==> src/rtl/spi_byte_tx_if.sv <==
// spi_byte_tx_if: byte handshake and SPI pins between the display Controller and spi_byte_tx.
//  dataRdy/data are driven by the Controller (master).
//  transEna/busy/sclk/mosi/cs_n are driven by the transmitter (slave).
interface spi_byte_tx_if;
  logic       dataRdy;
  logic [7:0] data;
  logic       transEna;
  logic       busy;
  logic       sclk;
  logic       mosi;
  logic       cs_n;
  modport master (output dataRdy, data, input transEna, busy, sclk, mosi, cs_n);
  modport slave  (input dataRdy, data, output transEna, busy, sclk, mosi, cs_n);
endinterface

==> src/rtl/spi_byte_tx.sv <==
// spi_byte_tx: mode-0 write-only SPI byte transmitter; ports clk, reset (sync, active-high), bus (spi_byte_tx_if.slave: dataRdy/data in, transEna/busy/sclk/mosi/cs_n out); SPI_TX_LSB_FIRST_EN selects LSB-first bit order.
module spi_byte_tx #(
  parameter int CLK_DIV = 4
) (
  input logic           clk,
  input logic           reset,
  spi_byte_tx_if.slave  bus
);
`ifdef SPI_TX_LSB_FIRST_EN
  localparam bit LSB_FIRST = 1'b1;
`else
  localparam bit LSB_FIRST = 1'b0;
`endif
  localparam logic [7:0] DIV_LAST = 8'(CLK_DIV - 1);
  typedef enum logic [2:0] {IDLE, SETUP, HIGH, LOW, DONE} state_t;
  state_t     state;
  logic [7:0] shreg, sh_nx, div_cnt;
  logic [3:0] bitcnt;
  logic       div_end;
  assign sh_nx   = LSB_FIRST ? shreg >> 1 : shreg << 1;
  assign div_end = div_cnt == 8'd0;
  // The next bit is presented as sclk falls, giving it a full low phase of setup before the next rise.
  always_ff @(posedge clk) begin
    if (reset) begin
      state        <= IDLE;
      shreg        <= 8'd0;
      div_cnt      <= 8'd0;
      bitcnt       <= 4'd0;
      bus.sclk     <= 1'b0;
      bus.mosi     <= 1'b0;
      bus.cs_n     <= 1'b1;
      bus.transEna <= 1'b0;
      bus.busy     <= 1'b0;
    end else begin
      if (state == SETUP || state == HIGH || state == LOW)
        div_cnt <= div_end ? DIV_LAST : div_cnt - 8'd1;
      case (state)
        IDLE: if (bus.dataRdy) begin
          state    <= SETUP;
          shreg    <= bus.data;
          bitcnt   <= 4'd0;
          div_cnt  <= DIV_LAST;
          bus.cs_n <= 1'b0;
          bus.busy <= 1'b1;
          bus.mosi <= LSB_FIRST ? bus.data[0] : bus.data[7];
        end
        SETUP: if (div_end) begin
          state    <= HIGH;
          bus.sclk <= 1'b1;
        end
        HIGH: if (div_end) begin
          state    <= LOW;
          bus.sclk <= 1'b0;
          shreg    <= sh_nx;
          bus.mosi <= LSB_FIRST ? sh_nx[0] : sh_nx[7];
          bitcnt   <= bitcnt + 4'd1;
        end
        LOW: if (div_end) begin
          if (bitcnt == 4'd8) begin
            state        <= DONE;
            bus.cs_n     <= 1'b1;
            bus.transEna <= 1'b1;
          end else begin
            state    <= HIGH;
            bus.sclk <= 1'b1;
          end
        end
        DONE: begin
          state        <= IDLE;
          bus.transEna <= 1'b0;
          bus.busy     <= 1'b0;
        end
        default: state <= IDLE;
      endcase
    end
  end
endmodule

==> src/flat_wrapper.sv <==
// flat-port wrapper written by rule: the top's interface ports become plain ports
module spi_byte_tx_flat 
#(
  parameter int CLK_DIV = 4
)
  (clk, reset, bus_dataRdy, bus_data, bus_transEna, bus_busy, bus_sclk, bus_mosi, bus_cs_n);
  spi_byte_tx_if bus_i ();
  input logic clk;
  input logic reset;
  input wire logic [$bits(bus_i.dataRdy)-1:0] bus_dataRdy;
  input wire logic [$bits(bus_i.data)-1:0] bus_data;
  output wire logic [$bits(bus_i.transEna)-1:0] bus_transEna;
  output wire logic [$bits(bus_i.busy)-1:0] bus_busy;
  output wire logic [$bits(bus_i.sclk)-1:0] bus_sclk;
  output wire logic [$bits(bus_i.mosi)-1:0] bus_mosi;
  output wire logic [$bits(bus_i.cs_n)-1:0] bus_cs_n;
  assign bus_i.dataRdy = bus_dataRdy;
  assign bus_i.data = bus_data;
  assign bus_transEna = bus_i.transEna;
  assign bus_busy = bus_i.busy;
  assign bus_sclk = bus_i.sclk;
  assign bus_mosi = bus_i.mosi;
  assign bus_cs_n = bus_i.cs_n;
  spi_byte_tx #(.CLK_DIV(CLK_DIV)) u_core (.clk(clk), .reset(reset), .bus(bus_i));
endmodule
==> config.mk <==
export PLATFORM = sky130hd
export DESIGN_NAME = spi_byte_tx_flat
export DESIGN_NICKNAME = d
export VERILOG_FILES = /design/src/rtl/spi_byte_tx_if.sv /design/src/rtl/spi_byte_tx.sv /design/src/flat_wrapper.sv
export SDC_FILE = /design/constraint.sdc
export NUM_CORES = 1
export LEC_CHECK = 0
export ABC_AREA = 1
export BUFFER_PORTS_ARGS = -buffer_cell sky130_fd_sc_hd__buf_2
export CAP_MARGIN = 20
export CORE_MARGIN = 2
export CORE_UTILIZATION = 51
export CTS_CLUSTER_DIAMETER = 60
export DETAILED_ROUTE_END_ITERATION = 8
export PLACE_DENSITY = 0.82
export SYNTH_ARGS = -nofsm -noshare
export SYNTH_HDL_FRONTEND = slang
export SYNTH_SLANG_ARGS = --single-unit
==> constraint.sdc <==
create_clock -name clk -period 1.2 [get_ports clk]
set_input_delay 0.24 -clock clk [delete_from_list [all_inputs] [get_ports clk]]
set_output_delay 0.24 -clock clk [all_outputs]
set_load 0.1 [all_outputs]
-- Word level (Yosys, flattened, before mapping)
Index checks and enable logic that the tools add are counted.
- bits of input ports: 11
- flip-flop bits (word level): 27
- logic and storage cells: 68
- output and inout bits: 5
- eq/ne operators: 11
- mux-type cells: 31
- $add $sub $neg: 2
- reductions and logical operators: 15
- operator list (operator ; count):
    2-to-1 mux 8 bit ; 4
    2-to-1 mux 3 bit ; 5
    2-to-1 mux 7 bit ; 2
    one-hot mux 7 bit (2 select lines) ; 1
    one-hot mux 3 bit (4 select lines) ; 1
    2-to-1 mux 1 bit ; 10
    zero test 8 bit ; 1
    2-to-1 mux 4 bit ; 2
    one-hot mux 1 bit (2 select lines) ; 4
    one-hot mux 4 bit (2 select lines) ; 1
    AND reduction 4 bit ; 2
    nonzero test 2 bit ; 4
    subtractor 8 x 1 -> 8 bit (second input constant) ; 1
    equality test 3 x 2 -> 1 bit (second input constant) ; 2
    inequality test 2 x 1 -> 1 bit (second input constant) ; 3
    inequality test 2 bit (second input constant) ; 3
    AND reduction 3 bit ; 2
    AND reduction 5 bit ; 1
    adder 4 x 1 -> 4 bit (second input constant) ; 1
    equality test 4 bit (second input constant) ; 1
    equality test 3 x 1 -> 1 bit (second input constant) ; 1
    equality test 3 bit (second input constant) ; 1
    zero test 3 bit ; 1
    one-hot mux 1 bit (3 select lines) ; 1
    other kinds (3) ; 4

-- Longest topological paths before layout
Gate-level depths: netlist of the first run.
- depth in word-level cells: 6
- mapped depth: 11
- depth with buffers taken out: 10

-- Least setup slack after synthesis of the first run
No wires, ideal clock.
- path type: register to register
- start point: register, netlist name u_core.bus.busy
- end point: register u_core.bus.busy
- arrival: 1261 ps
- cell stages (with the launch flop): 3
- data required time: 1130 ps
- path slack: -131 ps
- library setup time: 70 ps
- cells stage by stage: dfxtp_1 > o21ai_0 > a21oi_1
- RTL lines (element ; RTL line ; text):
    to (signal assigned) ; spi_byte_tx.sv:33 ; bus.busy <= 1'b0;
    to (signal assigned) ; spi_byte_tx.sv:44 ; bus.busy <= 1'b1;
    to (signal assigned) ; spi_byte_tx.sv:71 ; bus.busy <= 1'b0;
    to (decl) ; spi_byte_tx_if.sv:13 ; modport slave (input dataRdy, data, output transEna, busy, sclk, mosi, cs_n);

-- Final worst setup path of the first run
- start point: register u_core.div_cnt[1]
- end point: register u_core.shreg[2]
- longest elaborated chain between the ends: 3
- RTL lines (element ; RTL line ; text):
    from (decl) ; spi_byte_tx.sv:17 ; logic [7:0] shreg, sh_nx, div_cnt;
    from (signal assigned) ; spi_byte_tx.sv:36 ; div_cnt <= div_end ? DIV_LAST : div_cnt - 8'd1;
    zero test 8 bit ; spi_byte_tx.sv:21 ; assign div_end = div_cnt == 8'd0;
    inequality test 2 x 1 -> 1 bit (no line) ; - ;
    AND reduction 3 bit (no line) ; - ;
    to (signal assigned) ; spi_byte_tx.sv:40 ; shreg <= bus.data;
    to (signal assigned) ; spi_byte_tx.sv:54 ; shreg <= sh_nx;
    to (decl) ; spi_byte_tx.sv:17 ;
No other way between the ends.
A chain may end at the register's enable or synchronous reset.

==> results of run 1 <==
[cells by family (layout without fill, tap and decap cells)]
family	after synthesis	count (layout)	synth area share
AOI/OAI and AO/OA	27	27	0.107
DFF	27	27	0.387
buffers and inverters	27	78	0.0913
xor gates and xnor gates	3	3	0.0188
and+or+nand+nor	109	109	0.361
adders and majority gates	4	4	0.0358
[what timing repair did]
item | CTS | global route
cloned | 0 | 0
setup endpoints to repair | 25 | 28
hold buffers | 0 | 0
endpoints found under the hold margin | 0 | 0
gates resized for setup | 21 | 33
pin swaps | 10 | 24
buffers inserted | 3 | 6
[Yosys cell counts, drive strengths merged, types with 2 or more instances]
cell / instances / area (sq um)
nand3: 10 / 55.1
inv: 23 / 86.3
nand4: 4 / 25.0
buf: 4 / 41.3
a31oi: 2 / 12.5
a21oi: 9 / 52.6
ha: 4 / 50.1
nor2: 39 / 176
xor2: 3 / 26.3
o21ai: 16 / 83.8
nand2: 52 / 218
dfxtp: 27 / 541
nor3: 2 / 10.0
[metrics by stage]
| stage | utilization | total power, mW | std cells | TNS, ns | worst slack (ns) |
|---|---|---|---|---|---|
| after CTS | 0.745 | 5.21 | 274 | -1.71 | -0.127 |
| final | 0.796 | 5.87 | 278 | -3.69 | -0.220 |
| after detailed placement | 0.708 | 4.58 | 267 | -2.29 | -0.159 |
| after global routing | 0.796 | 6.26 | 278 | -5.03 | -0.274 |
| after floorplan | - | 3.46 | 197 | -0.286 | -0.0379 |
| after global placement | 0.708 | 4.52 | 267 | -1.32 | -0.108 |
[cells in the final DEF (no fill, tap or decap), types with 4 or more instances in the layout]
cell / count
buf_2: 10
nor2_2: 5
nand3_1: 7
dfxtp_1: 14
nand2_2: 5
nand2_4: 8
o21ai_1: 5
inv_2: 8
nand2_1: 39
dfxtp_2: 11
buf_4: 33
buf_12: 6
nor2_4: 7
inv_1: 14
nand4_1: 4
nor2_1: 27
o21ai_0: 7
a21oi_1: 6
[worst paths after layout]
path                      from               to  slack (ns)  cells after the start
max          u_core.div_cnt[1]  u_core.shreg[2]       -0.22                      9
min                      reset  u_core.bus.busy        0.13                      2
max reg2reg  u_core.div_cnt[1]  u_core.shreg[2]       -0.22                      9
min reg2reg    u_core.bus.sclk  u_core.bus.sclk        0.49                      2
[worst register-to-register path: cells and delay by family, from the launching register on]
kind	cells	cell delay (ns)
AO/OA/AOI/OAI	1	0.05
adder cells (fa/ha/maj)	1	0.15
buffers and inverters	2	0.22
flip-flops	1	0.36
AND/OR/NAND/NOR	5	0.59
[layer usage]
| metal | vias up | track usage | routed length (um) |
|---|---|---|---|
| met3 | 7 | 0.0346 | 151 |
| met5 | - | 0 | 0 |
| li1 | 727 | - | - |
| met2 | 42 | 0.385 | 1840 |
| met1 | 672 | 0.278 | 1680 |
| met4 | 0 | 0.0782 | 47 |
[report_power, final]
part / internal, mW / leakage [nW] / switching (mW)
Sequential: 1.23 / 0.227 / 0.263
Combinational: 1.71 / 0.716 / 2.25
Clock: 0.131 / 0.0150 / 0.280
[sequential cells by signal, indices dropped and copies added, names as in the netlist]
name and count:
u_core.bus.busy 1, u_core.shreg 7, u_core.bus.cs_n 1, u_core.div_cnt 8
u_core.bus.transEna 1, u_core.bus.mosi 1, u_core.state 3, u_core.bitcnt 4
u_core.bus.sclk 1
[layout make-up]
| cell class | instances | area (sq um) | share of cell area |
|---|---|---|---|
| clock buffers | 4 | 26.3 | 0.0130 |
| inverters | 23 | 91.3 | 0.0451 |
| multi-input cells | 143 | 870 | 0.429 |
| flip-flops and latches | 27 | 562 | 0.277 |
| well taps | 30 | 37.5 | 0.0185 |
| repair buffers | 51 | 440 | 0.217 |
==> impl_metrics.tcl, run 1 <==
set metrics [dict create \
    cts_tree "yes" \
    hp-class "input pin to register" \
    drive_above_1_share 0.460 \
    synth_fp_nets 212 \
    placed_cell_area_sq_um 1800 \
    peakVddDrop_mv 2.21 \
    final_nets 264 \
    cp_top_family "simple AND/OR/NAND/NOR gates" \
    crit_path_cell_trace "inv_2 -> ha_4 -> nand2_4 -> nor2_4 -> nand2_2 -> nand2_4 -> buf_12 -> o21ai_2 -> nor2_1" \
    antenna_cells 0 \
    die_area_sq_um 3180 \
    synth_cells 197 \
    crit_top_cell "nand2_4" \
    antenna_left 0 \
    clk_pin_slew_ns 0.15 \
    clock_sinks 27 \
    setup_viol 25 \
    start_kind "register" \
    rsz0062_at_grt "true" \
    die_h_um 56.4 \
    dp_hpwl_mm 2.22 \
    dr.pass1.iters 4 \
    grt_pass1_wl_mm 5.66 \
    status "finished with violations" \
    hold_violations 0 \
    antenna_found_initial 0 \
    finalMaxSlewViolations 0 \
    end_kind "register" \
    slowest_delay_ns 0.36 \
    violations "setup timing" \
    cp.arrival_ns 1.71 \
    vias 1448 \
    slowest_stage "dfxtp_2" \
    yosysSeqAreaShare 0.387 \
    start_util 0.549 \
    drt_iter0_markers 77 \
    syn_area_per_cell_sq_um 7.09 \
    root_buffer "clkbuf_4" \
    drc 0 \
    whs_ns 0.130 \
    syn2layout_area_growth_pct 45.0 \
    io_pins 16 \
    synthFlopType "dfxtp_1" \
    grt.overflow.total 0 \
    fin_crit_ns 1.42 \
    grt_start_max_net_pins 16 \
    p_leak_nw 0.957 \
    port_buffers 15 \
    period_share 1.18 \
    max_freq_mhz 704 \
    finish.instance_area_sq_um 2030 \
    grtUsageTotal 0.222 \
    wirelength_mm 3.71 \
    ys_ff_latch 27 \
    grt_pass1_vias 1321 \
    worst-path-buf-inv 2 \
    clock_latency_ns 0.34 \
    tightest_slew_ns 0.319 \
    syn_area_sq_um 1400 \
    wire_per_inst_um 13.4 \
    viasPerCell 5.21 \
    h-tree-depth 1 \
    rows 18 \
    yosysWarnings 0 \
    fillers 151 \
    slew_headroom 0.786 \
    cts_buffer_depth 2 \
    cp.required_ns 1.49 \
    core_area_sq_um 2540 \
    synthArstFlopShare 0 \
    yosysUniqueCellTypes 25 \
    numCtsBuffers 3 \
    finalWeightedCongestion 0.857 \
    die-width_um 56.4 \
    max_cap_viol_count 0 \
    fin_skew_ns 0.00565 \
    power.density_nw_per_um2 2900 \
    synth_edf_count 0 \
    worstPathMaxFanout 8 \
    setup_slack_ns -0.220 \
    crit_type "register to register" \
]
No activity file was read; power rests on OpenSTA's default activity.
==> inputs of run 2 (changes only) <==
--- a/config.mk
+++ b/config.mk
@@ -12,7 +12,7 @@
 export CORE_UTILIZATION = 51
 export CTS_CLUSTER_DIAMETER = 60
 export DETAILED_ROUTE_END_ITERATION = 8
-export PLACE_DENSITY = 0.82
+export PLACE_DENSITY = 0.74
 export SYNTH_ARGS = -nofsm -noshare
 export SYNTH_HDL_FRONTEND = slang
 export SYNTH_SLANG_ARGS = --single-unit
==> run 2 against run 1 <==
  * The run still ends with setup timing left
  * Clock skew shrank 0.00073 ns
  * Combinational power up 5%
  * Worst hold slack worse by 0.0017 ns
  * Clock power increased by 5%
  * Critical path type unchanged
  * Critical endpoint is now u_core.div_cnt[4]
==> impl_metrics.tcl, run 2 (same netlist as run 1, synthesis figures left out) <==
set metrics [dict create \
    final_nets 261 \
    core_area_sq_um 2540 \
    period_share 1.14 \
    crit_type "register to register" \
    drive_above_1_share 0.482 \
    hold_start "reset" \
    finish.instance_area_sq_um 2060 \
    port_buffers 15 \
    fin_tns_setup_ns -2.20 \
    clock_latency_ns 0.34 \
    end_kind "register" \
    worstPathMaxFanout 3 \
    die_h_um 56.4 \
    clk_pin_slew_ns 0.16 \
    final_cell_mix "nand2_1, buf_4, nor2_1, dfxtp_1, inv_1" \
    power.density_nw_per_um2 2960 \
    fin_skew_ns 0.00491 \
    antenna_found_initial 0 \
    wire_per_inst_um 13.5 \
    antenna_cells 0 \
    grt.overflow.total 0 \
    setup_slack_ns -0.165 \
    regMostFlops "u_core.div_cnt" \
    max_cap_viol_count 0 \
    die_area_sq_um 3180 \
    hp-class "input pin to register" \
    grtUsageTotal 0.217 \
    placed_cells 264 \
    root_buffer "clkbuf_4" \
    start_util 0.549 \
    whs_ns 0.128 \
    final_common_cell "nand2_1" \
    grt_pass1_vias 1344 \
    viasPerCell 5.30 \
    setup_viol 24 \
    cp.required_ns 1.45 \
    start_kind "register" \
    syn2layout_area_growth_pct 47.6 \
    ff2ff_setup_slack_ns -0.16 \
    fin_crit_ns 1.36 \
    antenna_left 0 \
    drt_iter0_markers 37 \
    h-tree-depth 1 \
    tightest_slew_ns 0.257 \
    finalMaxSlewViolations 0 \
    hold_violations 0 \
    power_mw 6.11 \
    fillers 161 \
    dp_hpwl_mm 2.31 \
    cp.arrival_ns 1.62 \
    cts_tree "yes" \
    grt_start_max_net_pins 16 \
    finalNonFillerCells 275 \
    cts_buffer_depth 2 \
    r2r_end "u_core.div_cnt[4]" \
    numCtsBuffers 3 \
    violations "setup timing" \
    finalWeightedCongestion 0.843 \
    r2r_start "u_core.div_cnt[1]" \
    top_regs "u_core.div_cnt: 8 flops, u_core.shreg: 7 flops, u_core.bitcnt: 4 flops" \
    wirelength_mm 3.70 \
    min_path_cells 2 \
    slew_headroom 0.827 \
    drc 0 \
    largest_reg_flops 8 \
    p_leak_nw 0.944 \
    io_pins 16 \
    utilization 0.811 \
    rsz0062_at_grt "true" \
    die-width_um 56.4 \
    max_freq_mhz 733 \
    vias 1457 \
    clock_sinks 27 \
    rows 18 \
    peakVddDrop_mv 2.24 \
    hold-path-endpoint "u_core.state[2]" \
    reg2reg_depth 9 \
    placed_cell_area_sq_um 1770 \
    dr.pass1.iters 4 \
    preCtsSetupSlack_ns -0.115 \
    grt_pass1_wl_mm 5.58 \
    status "finished with violations" \
]
[run 2: cell types whose count changed in the layout (fill, tap and decap cells not counted), sizes merged]
cell,previous run,this run
buf,51,48
[run 2: worst max path at each step]
stage | depth (start not counted) | endpoint | slack (ns) | startpoint
floorplan | 9 | u_core.bitcnt[0] | -0.04 | u_core.div_cnt[3]
global placement | 9 | u_core.shreg[2] | -0.06 | u_core.div_cnt[1]
detailed placement | 9 | u_core.shreg[3] | -0.11 | u_core.div_cnt[1]
CTS | 9 | u_core.shreg[5] | -0.09 | u_core.div_cnt[0]
global route | 9 | u_core.state[1] | -0.23 | u_core.div_cnt[5]
finish | 9 | u_core.div_cnt[4] | -0.16 | u_core.div_cnt[1]
[run 2: power by group]
part	switching, mW	internal (mW)	leakage, nW	total (mW)
Sequential	0.287	1.23	0.226	1.52
Clock	0.298	0.131	0.0150	0.429
Combinational	2.34	1.82	0.703	4.16
Total	2.92	3.19	0.944	6.11
[run 2: repair_timing]
| action | CTS | global route |
|---|---|---|
| buffers inserted | 3 | 5 |
| resized for setup | 28 | 43 |
| pin swaps | 12 | 21 |
| hold buffers | 0 | 0 |
| endpoints found under the setup margin | 24 | 27 |
| hold endpoints to repair | 0 | 0 |
[run 2: worst max-delay path, stage by stage (launching register included)]
cell     delay (ns)
dfxtp_2        0.39
inv_4          0.05
buf_4          0.12
buf_6          0.12
ha_4           0.16
nand2_4        0.08
inv_2          0.05
nand3_2        0.06
xor2_1         0.20
nor2_1         0.05
[run 2: per-layer routing]
metal | share of wire | global-route usage | vias up
met1 | 0.44 | 0.270 | 701
met4 | 0.010 | 0.0748 | 0
met3 | 0.036 | 0.0230 | 4
li1 | - | - | 719
met5 | 0 | 0 | -
met2 | 0.51 | 0.388 | 33
[run 2: cell type report]
class | instances | area [sq um] | area share
Multi-Input combinational cell | 143 | 921 | 0.446
Clock buffer | 4 | 26.3 | 0.0127
Inverter | 23 | 93.8 | 0.0455
Tap cell | 30 | 37.5 | 0.0182
Sequential cell | 27 | 564 | 0.273
Timing Repair Buffer | 48 | 420 | 0.204
